<file path="config.mk">
export PLATFORM = sky130hd
export DESIGN_NAME = flash_adc_encoder_pipe
export DESIGN_NICKNAME = d
export VERILOG_FILES = /design/src/rtl/flash_adc_pkg.sv /design/src/rtl/flash_adc_bubble_fix.sv /design/src/rtl/flash_adc_encoder_pipe.sv
export SDC_FILE = /design/constraint.sdc
export NUM_CORES = 1
export LEC_CHECK = 0
export CORE_AREA = 2 2 203 205
export DETAILED_ROUTE_END_ITERATION = 10
export DIE_AREA = 0 0 205 207
export PLACE_DENSITY = 0.73
export SLEW_MARGIN = 25
export SYNTH_ARGS = -nofsm -noshare
export SYNTH_HDL_FRONTEND = slang
export SYNTH_SLANG_ARGS = --single-unit
export TNS_END_PERCENT = 50
</file>
<file path="constraint.sdc">
create_clock -name clk -period 5.6 [get_ports clk]
set_input_delay 1.68 -clock clk [delete_from_list [all_inputs] [get_ports clk]]
set_output_delay 1.68 -clock clk [all_outputs]
set_load 0.005 [all_outputs]
</file>
<file path="src/rtl/flash_adc_pkg.sv">
// Shared definitions for the flash ADC thermometer encoder pipeline:
// thermometer width helper, 3-input majority vote, averaging limit and
// the per-sample flag bundle.
package flash_adc_pkg;

  // Largest supported log2 of the averaging window.
  localparam int AVG_LOG2_MAX = 4;

  // Per-sample status carried alongside the encoded code.
  typedef struct packed {
    logic ovr;
    logic udr;
    logic bubble;
  } adc_flags_t;

  // Number of comparators needed for a bits-wide output code.
  function automatic int therm_width(input int bits);
    return (1 << bits) - 1;
  endfunction

  // 2-of-3 majority vote.
  function automatic logic maj3(input logic a, input logic b, input logic c);
    return (a & b) | (a & c) | (b & c);
  endfunction

endpackage

</file>
<file path="src/rtl/flash_adc_bubble_fix.sv">
// Combinational majority-vote bubble correction for an N-bit thermometer
// code. The word is padded with a virtual 1 below bit 0 and a virtual 0
// above bit N-1, so a clean code passes through unchanged and isolated
// errors at either end are still voted out.
module flash_adc_bubble_fix
  import flash_adc_pkg::*;
#(
  parameter int N = 255
) (
  input  logic [N-1:0] therm,
  output logic [N-1:0] clean,
  output logic         bubble
);

  logic [N+1:0] ext_s;

  assign ext_s = {1'b0, therm, 1'b1};

  // Vote each comparator with its two neighbours; flag any corrected bit.
  always_comb begin
    clean = '0;
    for (int i = 0; i < N; i++) begin
      clean[i] = maj3(ext_s[i], ext_s[i+1], ext_s[i+2]);
    end
    bubble = |(clean ^ therm);
  end

endmodule

</file>
<file path="src/rtl/flash_adc_encoder_pipe.sv">
// Flash ADC back end: 3-stage valid-qualified thermometer-to-binary encoder
// with bubble correction, range flags, optional 2**AVG_LOG2 averaging
// (AVG_LOG2 must stay within 0..AVG_LOG2_MAX) and a bubble-event counter.
// Optional feature macro: BUBBLE_CNT_EN enables the saturating bubble
// counter; without it bubble_cnt reads 0 and clr_cnt is ignored.
module flash_adc_encoder_pipe
  import flash_adc_pkg::*;
#(
  parameter int BITS     = 8,
  parameter int AVG_LOG2 = 0,
  parameter int CNT_W    = 16
) (
  input  logic                         clk,
  input  logic                         rst,
  input  logic                         sample_vld,
  input  logic [therm_width(BITS)-1:0] therm_in,
  input  logic                         clr_cnt,
  output logic [BITS-1:0]              code_out,
  output logic                         code_vld,
  output logic                         ovr,
  output logic                         udr,
  output logic [CNT_W-1:0]             bubble_cnt
);

  localparam int N = therm_width(BITS);

  logic             s1_vld_r;
  logic [N-1:0]     s1_therm_r;
  logic [N-1:0]     clean_s;
  logic             bubble_s;
  logic             s2_vld_r;
  logic             s2_bub_r;
  logic [N-1:0]     s2_clean_r;
  logic [BITS-1:0]  code_s;
  logic             s3_vld_r;
  logic [BITS-1:0]  s3_code_r;
  adc_flags_t       s3_flags_r;

  // S1: capture the comparator bank and its valid.
  always_ff @(posedge clk) begin
    if (rst) begin
      s1_vld_r   <= 1'b0;
      s1_therm_r <= '0;
    end else begin
      s1_vld_r   <= sample_vld;
      s1_therm_r <= therm_in;
    end
  end

  flash_adc_bubble_fix #(.N(N)) u_bubble_fix (
    .therm  (s1_therm_r),
    .clean  (clean_s),
    .bubble (bubble_s)
  );

  // S2: register the corrected code; bubble only counts on a valid sample.
  always_ff @(posedge clk) begin
    if (rst) begin
      s2_vld_r   <= 1'b0;
      s2_bub_r   <= 1'b0;
      s2_clean_r <= '0;
    end else begin
      s2_vld_r   <= s1_vld_r;
      s2_bub_r   <= bubble_s & s1_vld_r;
      s2_clean_r <= clean_s;
    end
  end

  // Encoder: code is one above the highest set comparator, 0 if none.
  always_comb begin
    code_s = '0;
    for (int i = 0; i < N; i++) begin
      code_s = s2_clean_r[i] ? BITS'(i + 1) : code_s;
    end
  end

  // S3: register code and flags on valid samples only, so they hold.
  always_ff @(posedge clk) begin
    if (rst) begin
      s3_vld_r   <= 1'b0;
      s3_code_r  <= '0;
      s3_flags_r <= '0;
    end else begin
      s3_vld_r <= s2_vld_r;
      if (s2_vld_r) begin
        s3_code_r         <= code_s;
        s3_flags_r.ovr    <= &s2_clean_r;
        s3_flags_r.udr    <= ~|s2_clean_r;
        s3_flags_r.bubble <= s2_bub_r;
      end else begin
        s3_code_r  <= s3_code_r;
        s3_flags_r <= s3_flags_r;
      end
    end
  end

  generate
    if (AVG_LOG2 == 0) begin : g_direct
      assign code_out = s3_code_r;
      assign code_vld = s3_vld_r;
      assign ovr      = s3_flags_r.ovr;
      assign udr      = s3_flags_r.udr;
    end else begin : g_avg
      localparam int SW = BITS + AVG_LOG2;
      localparam logic [SW-1:0] HALF = {{(SW-1){1'b0}}, 1'b1} << (AVG_LOG2 - 1);

      logic [SW-1:0]       acc_r;
      logic [SW-1:0]       sum_s;
      logic [SW-1:0]       rnd_s;
      logic [AVG_LOG2-1:0] win_cnt_r;
      logic                win_ovr_r;
      logic                win_udr_r;
      logic [BITS-1:0]     code_r;
      logic                vld_r;
      logic                ovr_r;
      logic                udr_r;
      logic                unused_rnd_s;

      // Sum including the current code; it cannot overflow SW bits even
      // with the rounding half added.
      assign sum_s        = acc_r + SW'(s3_code_r);
      assign rnd_s        = sum_s + HALF;
      assign unused_rnd_s = ^rnd_s[AVG_LOG2-1:0];

      // Averager: accumulate valid codes, emit rounded mean on window end.
      always_ff @(posedge clk) begin
        if (rst) begin
          acc_r     <= '0;
          win_cnt_r <= '0;
          win_ovr_r <= 1'b0;
          win_udr_r <= 1'b0;
          code_r    <= '0;
          vld_r     <= 1'b0;
          ovr_r     <= 1'b0;
          udr_r     <= 1'b0;
        end else begin
          vld_r <= 1'b0;
          if (s3_vld_r) begin
            if (win_cnt_r == '1) begin
              code_r    <= rnd_s[SW-1:AVG_LOG2];
              ovr_r     <= win_ovr_r | s3_flags_r.ovr;
              udr_r     <= win_udr_r | s3_flags_r.udr;
              vld_r     <= 1'b1;
              acc_r     <= '0;
              win_cnt_r <= '0;
              win_ovr_r <= 1'b0;
              win_udr_r <= 1'b0;
            end else begin
              acc_r     <= sum_s;
              win_cnt_r <= win_cnt_r + AVG_LOG2'(1);
              win_ovr_r <= win_ovr_r | s3_flags_r.ovr;
              win_udr_r <= win_udr_r | s3_flags_r.udr;
            end
          end else begin
            acc_r <= acc_r;
          end
        end
      end

      assign code_out = code_r;
      assign code_vld = vld_r;
      assign ovr      = ovr_r;
      assign udr      = udr_r;
    end
  endgenerate

`ifdef BUBBLE_CNT_EN
  localparam logic [CNT_W-1:0] CNT_MAX = {CNT_W{1'b1}};

  logic [CNT_W-1:0] cnt_r;

  // Bubble counter: clear wins over increment; saturate at all-ones.
  always_ff @(posedge clk) begin
    if (rst) begin
      cnt_r <= '0;
    end else if (clr_cnt) begin
      cnt_r <= '0;
    end else if (s3_vld_r && s3_flags_r.bubble && (cnt_r != CNT_MAX)) begin
      cnt_r <= cnt_r + CNT_W'(1);
    end else begin
      cnt_r <= cnt_r;
    end
  end

  assign bubble_cnt = cnt_r;
`else
  logic unused_cnt_s;

  assign unused_cnt_s = clr_cnt ^ s3_flags_r.bubble;
  assign bubble_cnt   = '0;
`endif

endmodule

</file>
# After elaboration in Yosys (flattened, before gate mapping)
# Cells that the tools add are included.
[word_totals]
register_bits = 523
in_bits = 259
[classes]
muxes = 255
bitwise = 1015
reduce_logical = 3
[op_table]
columns = ["cell", "n"]
rows = [
  ["$mux W8", 128],
  ["$or A1 B1 Y1", 508],
  ["$and A1 B1 Y1", 507],
  ["$mux W7", 64],
  ["$reduce_and A255 Y1", 1],
  ["$reduce_or A255 Y1", 1],
  ["$mux W6", 32],
  ["$mux W5", 16],
  ["$mux W4", 8],
  ["$mux W3", 4],
  ["$mux W2", 2],
  ["$logic_not A1 Y1", 1],
  ["$mux W1", 1],
]

# Longest topological paths before layout
# Gate-level depths: netlist of the first run.
[logic_depth]
depth_word = 255
ltp_mapped = 7
depth_no_buf = 7

# Modules after synthesis
# From an unflattened synthesis of the first run, not the netlist that was laid out.
[hier_totals]
hier_cells = 2682
hier_area_um2 = 24397.1
[modules_own_cells]
columns = ["mod", "n_inst", "cells_each", "area_each_um2", "seq_area_each_um2"]
rows = [
  ["flash_adc_encoder_pipe", 1, 1823, 18118.6, 10470.0],
  ["flash_adc_bubble_fix", 1, 859, 6278.5, 0.0],
]

# Least setup slack after synthesis of the first run
# Ideal clock, no wire load.
[synth_timing]
path_type = "input -> register"
startpoint = "input port rst"
endpoint = "register s2_clean_r[100]"
setup_time_ps = 132
t_arrival_ps = 2670
path_slack_ps = 2798
cell_stages = 5
path_buffers = 4
path_cell_list = "clkbuf_8 clkbuf_1 clkbuf_1 clkbuf_1 a21oi_1"
[synth_rtl]
columns = ["element", "line", "rtl"]
rows = [
  ["from (decl)", "flash_adc_encoder_pipe.sv:14", "input logic rst,"],
  ["to (signal assigned)", "flash_adc_encoder_pipe.sv:65", "s2_clean_r <= clean_s;"],
  ["to (decl)", "flash_adc_encoder_pipe.sv:33", "logic [N-1:0] s2_clean_r;"],
]
# No word-level cell between the ends.

# Final worst setup path of the first run
[layout_timing]
startpoint = "register s3_code_r[0] (netlist: code_out[0])"
endpoint = "output port code_out[0]"
[layout_rtl]
columns = ["element", "line", "rtl"]
rows = [
  ["from (decl)", "flash_adc_encoder_pipe.sv:36", "logic [BITS-1:0] s3_code_r;"],
  ["from (signal assigned)", "flash_adc_encoder_pipe.sv:86", "s3_code_r <= code_s;"],
  ["from (signal assigned)", "flash_adc_encoder_pipe.sv:91", "s3_code_r <= s3_code_r;"],
  ["to (decl)", "flash_adc_encoder_pipe.sv:18", "output logic [BITS-1:0] code_out,"],
]
# No word-level cell between the ends.

==> results of run 1 <==
[cell type report]
class / count / area share (%)
clock buffers: 72 / 6.027
repair buffers: 270 / 10.96
multi-input cells: 1693 / 36.26
well taps: 532 / 2.683
clock inverters: 19 / 1.170
diodes: 1 / 0.01009
flip-flops and latches: 523 / 42.20
inverters: 46 / 0.6960
[sequential cells by signal, indices dropped and copies added (netlist names)]
signal      cells
s1_therm_r    255
s2_clean_r    255
code_out        8
code_vld        1
ovr             1
s1_vld_r        1
s2_vld_r        1
udr             1
[per-stage QoR]
stage          area (sq um)  utilization (%)  cells
4_1_cts               24810            61.45   3155
2_1_floorplan         20000                -   2337
6_report              24810            61.46   3156
3_5_place_dp          23020            57.03   3064
5_1_grt               24810            61.46   3156
3_3_place_gp          23020            57.02   3064
[placed cells by master (no fill, tap or decap), types with 9 or more instances in the layout]
| cell | instances |
|---|---|
| nor2_1 | 116 |
| nand3_1 | 15 |
| inv_1 | 46 |
| clkbuf_16 | 51 |
| nand2_1 | 290 |
| a211oi_1 | 22 |
| o31ai_1 | 13 |
| nor2b_1 | 269 |
| o21ai_0 | 297 |
| o211ai_1 | 9 |
| conb_1 | 16 |
| or4_1 | 17 |
| a21oi_1 | 301 |
| dfxtp_1 | 523 |
| nand4_1 | 76 |
| nand2b_1 | 15 |
| clkdlybuf4s50_1 | 267 |
| nor4_1 | 82 |
| nor3_1 | 47 |
| clkbuf_8 | 14 |
[metal layers]
layer	global-route usage, %	vias to the layer above	wire length (um)	part of all wire (%)
li1	-	8760	-	-
met1	28.91	7815	21950	45
met2	37.45	419	22670	46
met3	4.484	87	2872	5.9
met4	8.236	0	1391	2.8
met5	0	-	0	0
[worst register-to-register path, stage by stage, from the launching register on]
cell and delay, ns:
dfxtp_1 0.36, nor4_2 0.43, o31ai_1 0.12, a2111oi_0 0.52, o2111ai_1 0.32, a311oi_1 0.76
o311ai_1 0.29, and3_1 0.25
[power groups by stage]
stage | Combinational (uW) | Clock, uW | Sequential (uW)
3_5_place_dp | 829 | 0 | 4180
2_1_floorplan | 503 | 0 | 4120
5_1_grt | 932 | 3780 | 4140
4_1_cts | 838 | 3630 | 4100
6_report | 837 | 3570 | 4110
3_3_place_gp | 823 | 0 | 4180
[kinds of logic after synthesis]
group                  Yosys count  synth area share (%)
other                            1               0.01881
AOI/OAI and AO/OA              719                 19.85
DFF                            523                 52.51
and+or+nand+nor                957                 24.91
muxes                            1               0.05020
buffers and inverters          121                 2.667
[worst max path at each step]
stage | from | endpoint | slack [ns] | depth (start not counted)
after floorplan | rst | s2_clean_r[100]$_SDFF_PP0_ | 2.80 | 5
after global placement | rst | s2_clean_r[167]$_SDFF_PP0_ | 1.93 | 3
after detailed placement | rst | code_out[0]$_SDFFE_PP0P_ | 1.92 | 5
after CTS | code_out[0]$_SDFFE_PP0P_ | code_out[0] | 2.25 | 1
after global routing | code_out[0]$_SDFFE_PP0P_ | code_out[0] | 2.24 | 1
final | code_out[0]$_SDFFE_PP0P_ | code_out[0] | 2.31 | 1
==> metrics.cfg, run 1 <==
[critical_path]
path_buf_inv=1
reg2reg_to=code_out[1]$_SDFFE_PP0P_
cp_slowest_stage_delay_ns=0.63
cp.arrival_ns=1.61
start_kind=register
path_max_fanout=3
cp_top_family=buffers and inverters
r2r_slack_ns=2.46
critPathRequiredTime_ns=3.92
crit_path_end_kind=primary output
r2r_cells=7
crit_chain=clkdlybuf4s50_1
slowest_stage=clkdlybuf4s50_1
reg2reg_from=s2_clean_r[17]$_SDFF_PP0_
crit_type=reg -> out

[routing]
finalWirelength_um=48890
via_per_inst=5.412
antenna_left=0
dr.pass1.iters=5
wl_per_cell_um=15.49
drc_errors=0
first_iter_violations=964
vias=17081

[die]
coreArea_sq_um=40370
die_w_um=205
num_rows=74
dieArea_sq_um=42440
die_h_um=207
initial_core_util_pct=49.40
boundaryPins=286

[yosys]
synth_edf_count=0
yosys.area.top_type=dfxtp_1
synth_area_sq_um=19940
syn_avg_cell_area_sq_um=8.588
ys.flop_type=dfxtp_1
synthTopCellsByCount=dfxtp_1 (523), a21oi_1 (301), o21ai_0 (297)
synth_most_common_cell=dfxtp_1
synth_cells=2322
synth_cell_types=61
ys_ff_latch=523
async_flop_share_pct=0
yosysSeqAreaShare_pct=52.51
yosys-top-cells-area=dfxtp_1 (53%), nor2b_1 (8.4%), a21oi_1 (7.6%)
ys_warn_count=0
yosys.area.top_type_share_pct=52.51

[outcome]
status=complete, no violations

[worst_hold_path]
min_delay_worst_endpoint=s2_vld_r$_SDFF_PP0_
hp-class=reg -> reg
holdPathStages=1
hp-start=s1_vld_r$_SDFF_PP0_

[timing]
tns_ns=0
holdWs_ns=0.4407
worstMarginPinSlew_ns=0.9937
fmax_mhz=304.0
skew_ns=0.02259
min_period_ns=3.289
setup_slack_ns=2.311
slew_headroom_pct=33.76
drv_slew=0
setup_viol=0
fin_crit_sh_pct=58.73
hold_viol_final=0
rsz0062_at_grt=no

[clocking]
numClockSinks=523
cts_buffers=51
clk_latency_ns=0.60
clockBufferDepth=3
cts-resized-gates=0
h-tree-depth=2
cts_setup_buffers=0
cts.hold.buffers_added=0
cts_tree=built
path_clk_slew_ns=0.07
cts_root_buf=clkbuf_16

[grt]
antenna_found_initial=1
grt_pass1_wl_um=78090
grt_pass1_vias=15990
grt.overflow.total=0
grt_max_degree=223
grt_usage_pct=22.53

[placed_design]
post-place-ws_ns=1.918
port_buffers=268
place.gp.congestion=0.9349
hpwl_um=35680

[layout]
seqCellArea_sq_um=10470
multi_input_comb_area_sq_um=8995
drive_above_1_share_pct=3.698
fill_cells=3529
syn_to_final_growth_pct=24.42
finalNetCount=2844

[pwr]
leakage_uw=0.008692
p_sw_share_pct=23.56
power_density_nw_per_um2=343.2
p_switching_uw=2006
power_frac_seq_pct=48.3
p_int_uw=6508
comb_power_share_pct=9.8
peakVddDrop_mv=0.2110
finalPower_uw=8514
pwr-share-clk_pct=41.9

[flow_run]
cap_violations=0

Note: power is estimated with default switching activity, not from simulation.
==> run 2: changes to the inputs <==
- clock period: 5.6 -> 3.1 ns (I/O delays scaled with it)
==> run 2 against run 1 <==
  * Critical endpoint is now code_out[1]$_SDFFE_PP0P_
  * Largest cell class unchanged
  * Largest power group unchanged
  * Global-route usage up 0.37 points
  * Critical path depth rose by 6
  * Sequential share of layout area about the same
  * Cell count grew 0.22%
  * Setup slack got worse by 1.9 ns
  * Sequential cell count stayed put
  * Power grew 79%
  * Clock power increased by 76%
  * Clock-buffer cell count shrank 1
==> metrics.cfg, run 2 (synthesized netlist as in run 1, its figures left out) <==
[pwr]
p_int_uw=11590
p_sw_share_pct=23.97
peakVddDrop_mv=0.4480
pwr-share-clk_pct=41.3
power_density_nw_per_um2=614.4
comb_power_share_pct=10.0
p_switching_uw=3655
power_frac_seq_pct=48.6
leakage_uw=0.008710
finalPower_uw=15250

[clocking]
clockBufferDepth=3
cts_buffers=51
cts-resized-gates=0
cts_root_buf=clkbuf_16
numClockSinks=523
h-tree-depth=2
path_clk_slew_ns=0.06
cts_setup_buffers=0
cts.hold.buffers_added=0
cts_tree=built
clk_latency_ns=0.60

[layout]
finalNetCount=2849
mostFrequentLayoutCells=dfxtp_1 (523), a21oi_1 (301), o21ai_0 (297), nand2_1 (290), nor2b_1 (269)
postLayoutCoreUtil_pct=61.48
syn_to_final_growth_pct=24.46
layout_commonest_cell=dfxtp_1
fill_cells=3508
drive_above_1_share_pct=3.916

[timing]
skew_ns=0.02336
tns_ns=0
hold_viol_final=0
rsz0062_at_grt=no
drv_slew=0
fmax_mhz=376.4
min_period_ns=2.657
worstMarginPinSlew_ns=0.8899
fin_crit_sh_pct=85.70
slew_headroom_pct=40.67
setup_viol=0

[critical_path]
path_max_fanout=5
cp.arrival_ns=3.15
critPathRequiredTime_ns=3.60
cp_slowest_stage_delay_ns=0.54
crit_path_end_kind=register
slowest_stage=a2111oi_0
start_kind=register
crit_chain=nor4_2 -> o31ai_1 -> a2111oi_0 -> o2111ai_1 -> a311oi_1 -> o311ai_1 -> and3_1
crit_type=reg -> reg

[die]
initial_core_util_pct=49.40
die_w_um=205
num_rows=74
boundaryPins=286
dieArea_sq_um=42440
die_h_um=207
coreArea_sq_um=40370

[placed_design]
hpwl_um=36190
port_buffers=268
place.gp.congestion=0.9355

[grt]
grt_max_degree=198
antenna_found_initial=1
grt_usage_pct=22.90
grt_pass1_vias=16141
grt.overflow.total=0
grt_pass1_wl_um=79470

[routing]
finalWirelength_um=49280
vias=17245
wl_per_cell_um=15.58
dr.pass1.iters=5
drc_errors=0
first_iter_violations=1097
via_per_inst=5.452
antenna_left=0

[flow_run]
cap_violations=0

[worst_hold_path]
hp-class=reg -> reg

[outcome]
status=complete, no violations

[run 2: cell types whose count changed in the layout (fill, tap and decap cells not counted), sizes merged]
cell | before | now
buf | 3 | 8
bufinv | 7 | 5
clkbuf | 72 | 71
clkinv | 7 | 13
clkinvlp | 2 | 1
[run 2: cell type report]
cell class / count / area, sq um / share of cell area [%]
well taps: 532 / 665.6 / 2.682
diodes: 1 / 2.502 / 0.01008
inverters: 46 / 172.7 / 0.6957
multi-input cells: 1693 / 8995 / 36.24
flip-flops and latches: 523 / 10470 / 42.19
clock inverters: 22 / 264.0 / 1.064
repair buffers: 275 / 2765 / 11.14
clock buffers: 71 / 1483 / 5.974
[run 2: per-layer routing]
| metal | wire [um] | vias to the layer above | global-route usage [%] |
|---|---|---|---|
| met5 | 0 | - | 0 |
| met4 | 1290 | 0 | 7.790 |
| met3 | 3267 | 89 | 4.452 |
| met2 | 23180 | 509 | 38.49 |
| met1 | 21540 | 7861 | 29.35 |
| li1 | - | 8786 | - |
[run 2: power groups by stage]
stage,Combinational (uW),Sequential (uW),Clock [uW]
floorplan,908,7450,0
global placement,1510,7540,0
detailed placement,1510,7550,0
CTS,1530,7410,6440
global route,1690,7470,6700
finish,1530,7420,6300
[run 2: worst max-delay path, delay by kind of cell (launching register included)]
kind               cells  cell delay, ns
AOI/OAI and AO/OA      5            1.60
DFF                    1            0.36
and+or+nand+nor        2            0.61
[run 2: metrics by stage]
| step | std cells | cell area [sq um] | hold slack (ns) | worst slack, ns |
|---|---|---|---|---|
| after floorplan | 2337 | 20000 | 0.4138 | 1.048 |
| after global placement | 3069 | 23070 | 0.4461 | 0.4487 |
| after detailed placement | 3069 | 23070 | 0.4539 | 0.4870 |
| after CTS | 3162 | 24820 | 0.4549 | 0.4455 |
| after global routing | 3163 | 24820 | 0.4862 | 0.2792 |
| final | 3163 | 24820 | 0.4523 | 0.4432 |
[run 2: worst paths after layout]
check	start	endpoint	slack (ns)	cells after the start
max	s2_clean_r[17]$_SDFF_PP0_	code_out[1]$_SDFFE_PP0P_	0.44	7
min	s1_therm_r[254]$_SDFF_PP0_	s2_clean_r[254]$_SDFF_PP0_	0.45	2
max reg2reg	s2_clean_r[17]$_SDFF_PP0_	code_out[1]$_SDFFE_PP0P_	0.44	7
min reg2reg	s1_therm_r[254]$_SDFF_PP0_	s2_clean_r[254]$_SDFF_PP0_	0.45	2
==> run 3: changes to the inputs <==
- clock period: 3.1 -> 3 ns (I/O delays scaled with it)
==> run 3 against run 2 <==
  * Clock power is 4.0% higher
  * Setup slack worse by 0.018 ns
  * Core utilization hardly changed
  * Maximum frequency is 3.2% higher
  * Sequential power is 3.2% higher
  * Global-route usage is 0.16 points lower
  * First-iteration DRC count is 1.5% lower
  * Clock-buffer cell count is 3 lower
  * Hold slack better by 0.0063 ns
  * Via count is 0.95% lower
  * Cell count is 0.16% lower
  * Critical path type unchanged
  * Largest cell class unchanged
==> metrics.cfg, run 3 (synthesized netlist as in run 1, its figures left out) <==
[grt]
antenna_found_initial=0
grt_max_degree=223
grt_pass1_wl_um=78980
grt.overflow.total=0
grt_pass1_vias=16069
grt_usage_pct=22.75

[placed_design]
place.gp.congestion=0.9467
port_buffers=268
dp.cells=3069
hpwl_um=36050

[pwr]
power_density_nw_per_um2=636.5
power_frac_seq_pct=48.5
peakVddDrop_mv=0.3477
p_switching_uw=3763
p_int_uw=12040
comb_power_share_pct=10.0
pwr-share-clk_pct=41.5
leakage_uw=0.008698
finalPower_uw=15800
p_sw_share_pct=23.82

[critical_path]
critPathRequiredTime_ns=3.48
crit_type=reg -> reg
r2r_cells=8
cp.arrival_ns=3.06
start_kind=register
path_max_fanout=5
reg2reg_to=code_out[1]$_SDFFE_PP0P_
crit_path_end_kind=register
r2r_slack_ns=0.42
reg2reg_from=s2_clean_r[17]$_SDFF_PP0_

[timing]
drv_slew=0
rsz0062_at_grt=no
slew_headroom_pct=33.04
tns_ns=0
fmax_mhz=388.3
skew_ns=0.02160
fin_crit_sh_pct=85.83
hold_viol_final=0
setup_viol=0
min_period_ns=2.575
worstMarginPinSlew_ns=1.004

[worst_hold_path]
min_delay_worst_endpoint=s2_clean_r[254]$_SDFF_PP0_
hp-class=reg -> reg
hp-start=s1_therm_r[254]$_SDFF_PP0_
holdPathStages=2

[clocking]
cts_buffers=50
cts.hold.buffers_added=0
cts_setup_buffers=0
cts_tree=built
h-tree-depth=2
numClockSinks=523
clk_latency_ns=0.59
cts_root_buf=clkbuf_16
clockBufferDepth=3
path_clk_slew_ns=0.06
cts-resized-gates=0

[die]
die_h_um=207
initial_core_util_pct=49.40
boundaryPins=286
num_rows=74
coreArea_sq_um=40370
dieArea_sq_um=42440
die_w_um=205

[layout]
syn_to_final_growth_pct=24.50
finalNetCount=2848
diodes=0
fin_cells=3158
drive_above_1_share_pct=3.770
layout_commonest_cell=dfxtp_1
mostFrequentLayoutCells=dfxtp_1 (523), a21oi_1 (301), o21ai_0 (297), nand2_1 (290), nor2b_1 (269)

[routing]
antenna_left=0
drc_errors=0
via_per_inst=5.409
finalWirelength_um=49250
wl_per_cell_um=15.60
dr.pass1.iters=5
vias=17082
first_iter_violations=1081

[flow_run]
cap_violations=0

[outcome]
status=complete, no violations

[run 3: worst max path at each step]
stage                                           from                        to  slack, ns  depth (start not counted)
final                      s2_clean_r[17]$_SDFF_PP0_  code_out[1]$_SDFFE_PP0P_       0.42                          8
after floorplan           s2_clean_r[247]$_SDFF_PP0_  code_out[2]$_SDFFE_PP0P_       0.97                          7
after detailed placement   s2_clean_r[17]$_SDFF_PP0_  code_out[1]$_SDFFE_PP0P_       0.42                          8
after CTS                  s2_clean_r[17]$_SDFF_PP0_  code_out[1]$_SDFFE_PP0P_       0.37                          8
after global routing       s2_clean_r[17]$_SDFF_PP0_  code_out[1]$_SDFFE_PP0P_       0.10                          8
after global placement     s2_clean_r[17]$_SDFF_PP0_  code_out[1]$_SDFFE_PP0P_       0.42                          8
[run 3: final cells by class]
class | instances | area [sq um]
timing repair buffer | 275 | 2778
sequential | 523 | 10470
multi-input combinational | 1693 | 8995
inverter | 46 | 172.7
clock inverter | 21 | 314.1
tap | 532 | 665.6
fill | 3491 | 15540
clock buffer | 68 | 1430
[run 3: power groups by stage]
| stage | clock network (uW) | logic (uW) | registers [uW] |
|---|---|---|---|
| 3_5_place_dp | 0 | 1570 | 7800 |
| 3_3_place_gp | 0 | 1560 | 7790 |
| 2_1_floorplan | 0 | 939 | 7700 |
| 4_1_cts | 6680 | 1590 | 7660 |
| 6_report | 6550 | 1580 | 7660 |
| 5_1_grt | 6960 | 1750 | 7720 |
[run 3: worst max-delay path, stage by stage, from the launching register on]
cell and delay, ns:
dfxtp_1 0.35, nor4_2 0.43, o31ai_1 0.12, a2111oi_0 0.53, o2111ai_1 0.24, a311oi_1 0.34
buf_4 0.18, o311ai_1 0.09, and3_1 0.20
[run 3: metrics by stage]
step	hold WS (ns)	util, %	instance area [sq um]	worst slack (ns)
finish	0.4586	61.50	24830	0.4250
global route	0.4901	61.50	24830	0.1040
CTS	0.4582	61.50	24830	0.3680
detailed placement	0.4498	57.18	23080	0.4205
global placement	0.4456	57.18	23080	0.4239
floorplan	0.4138	-	20000	0.9685
[run 3: per-layer routing]
layer | vias up | global-route usage (%) | share of wire (%)
met5 | - | 0 | 0
met4 | 0 | 6.425 | 2.3
met3 | 87 | 5.365 | 6.4
met2 | 445 | 37.81 | 46
met1 | 7790 | 29.44 | 45
li1 | 8760 | - | -
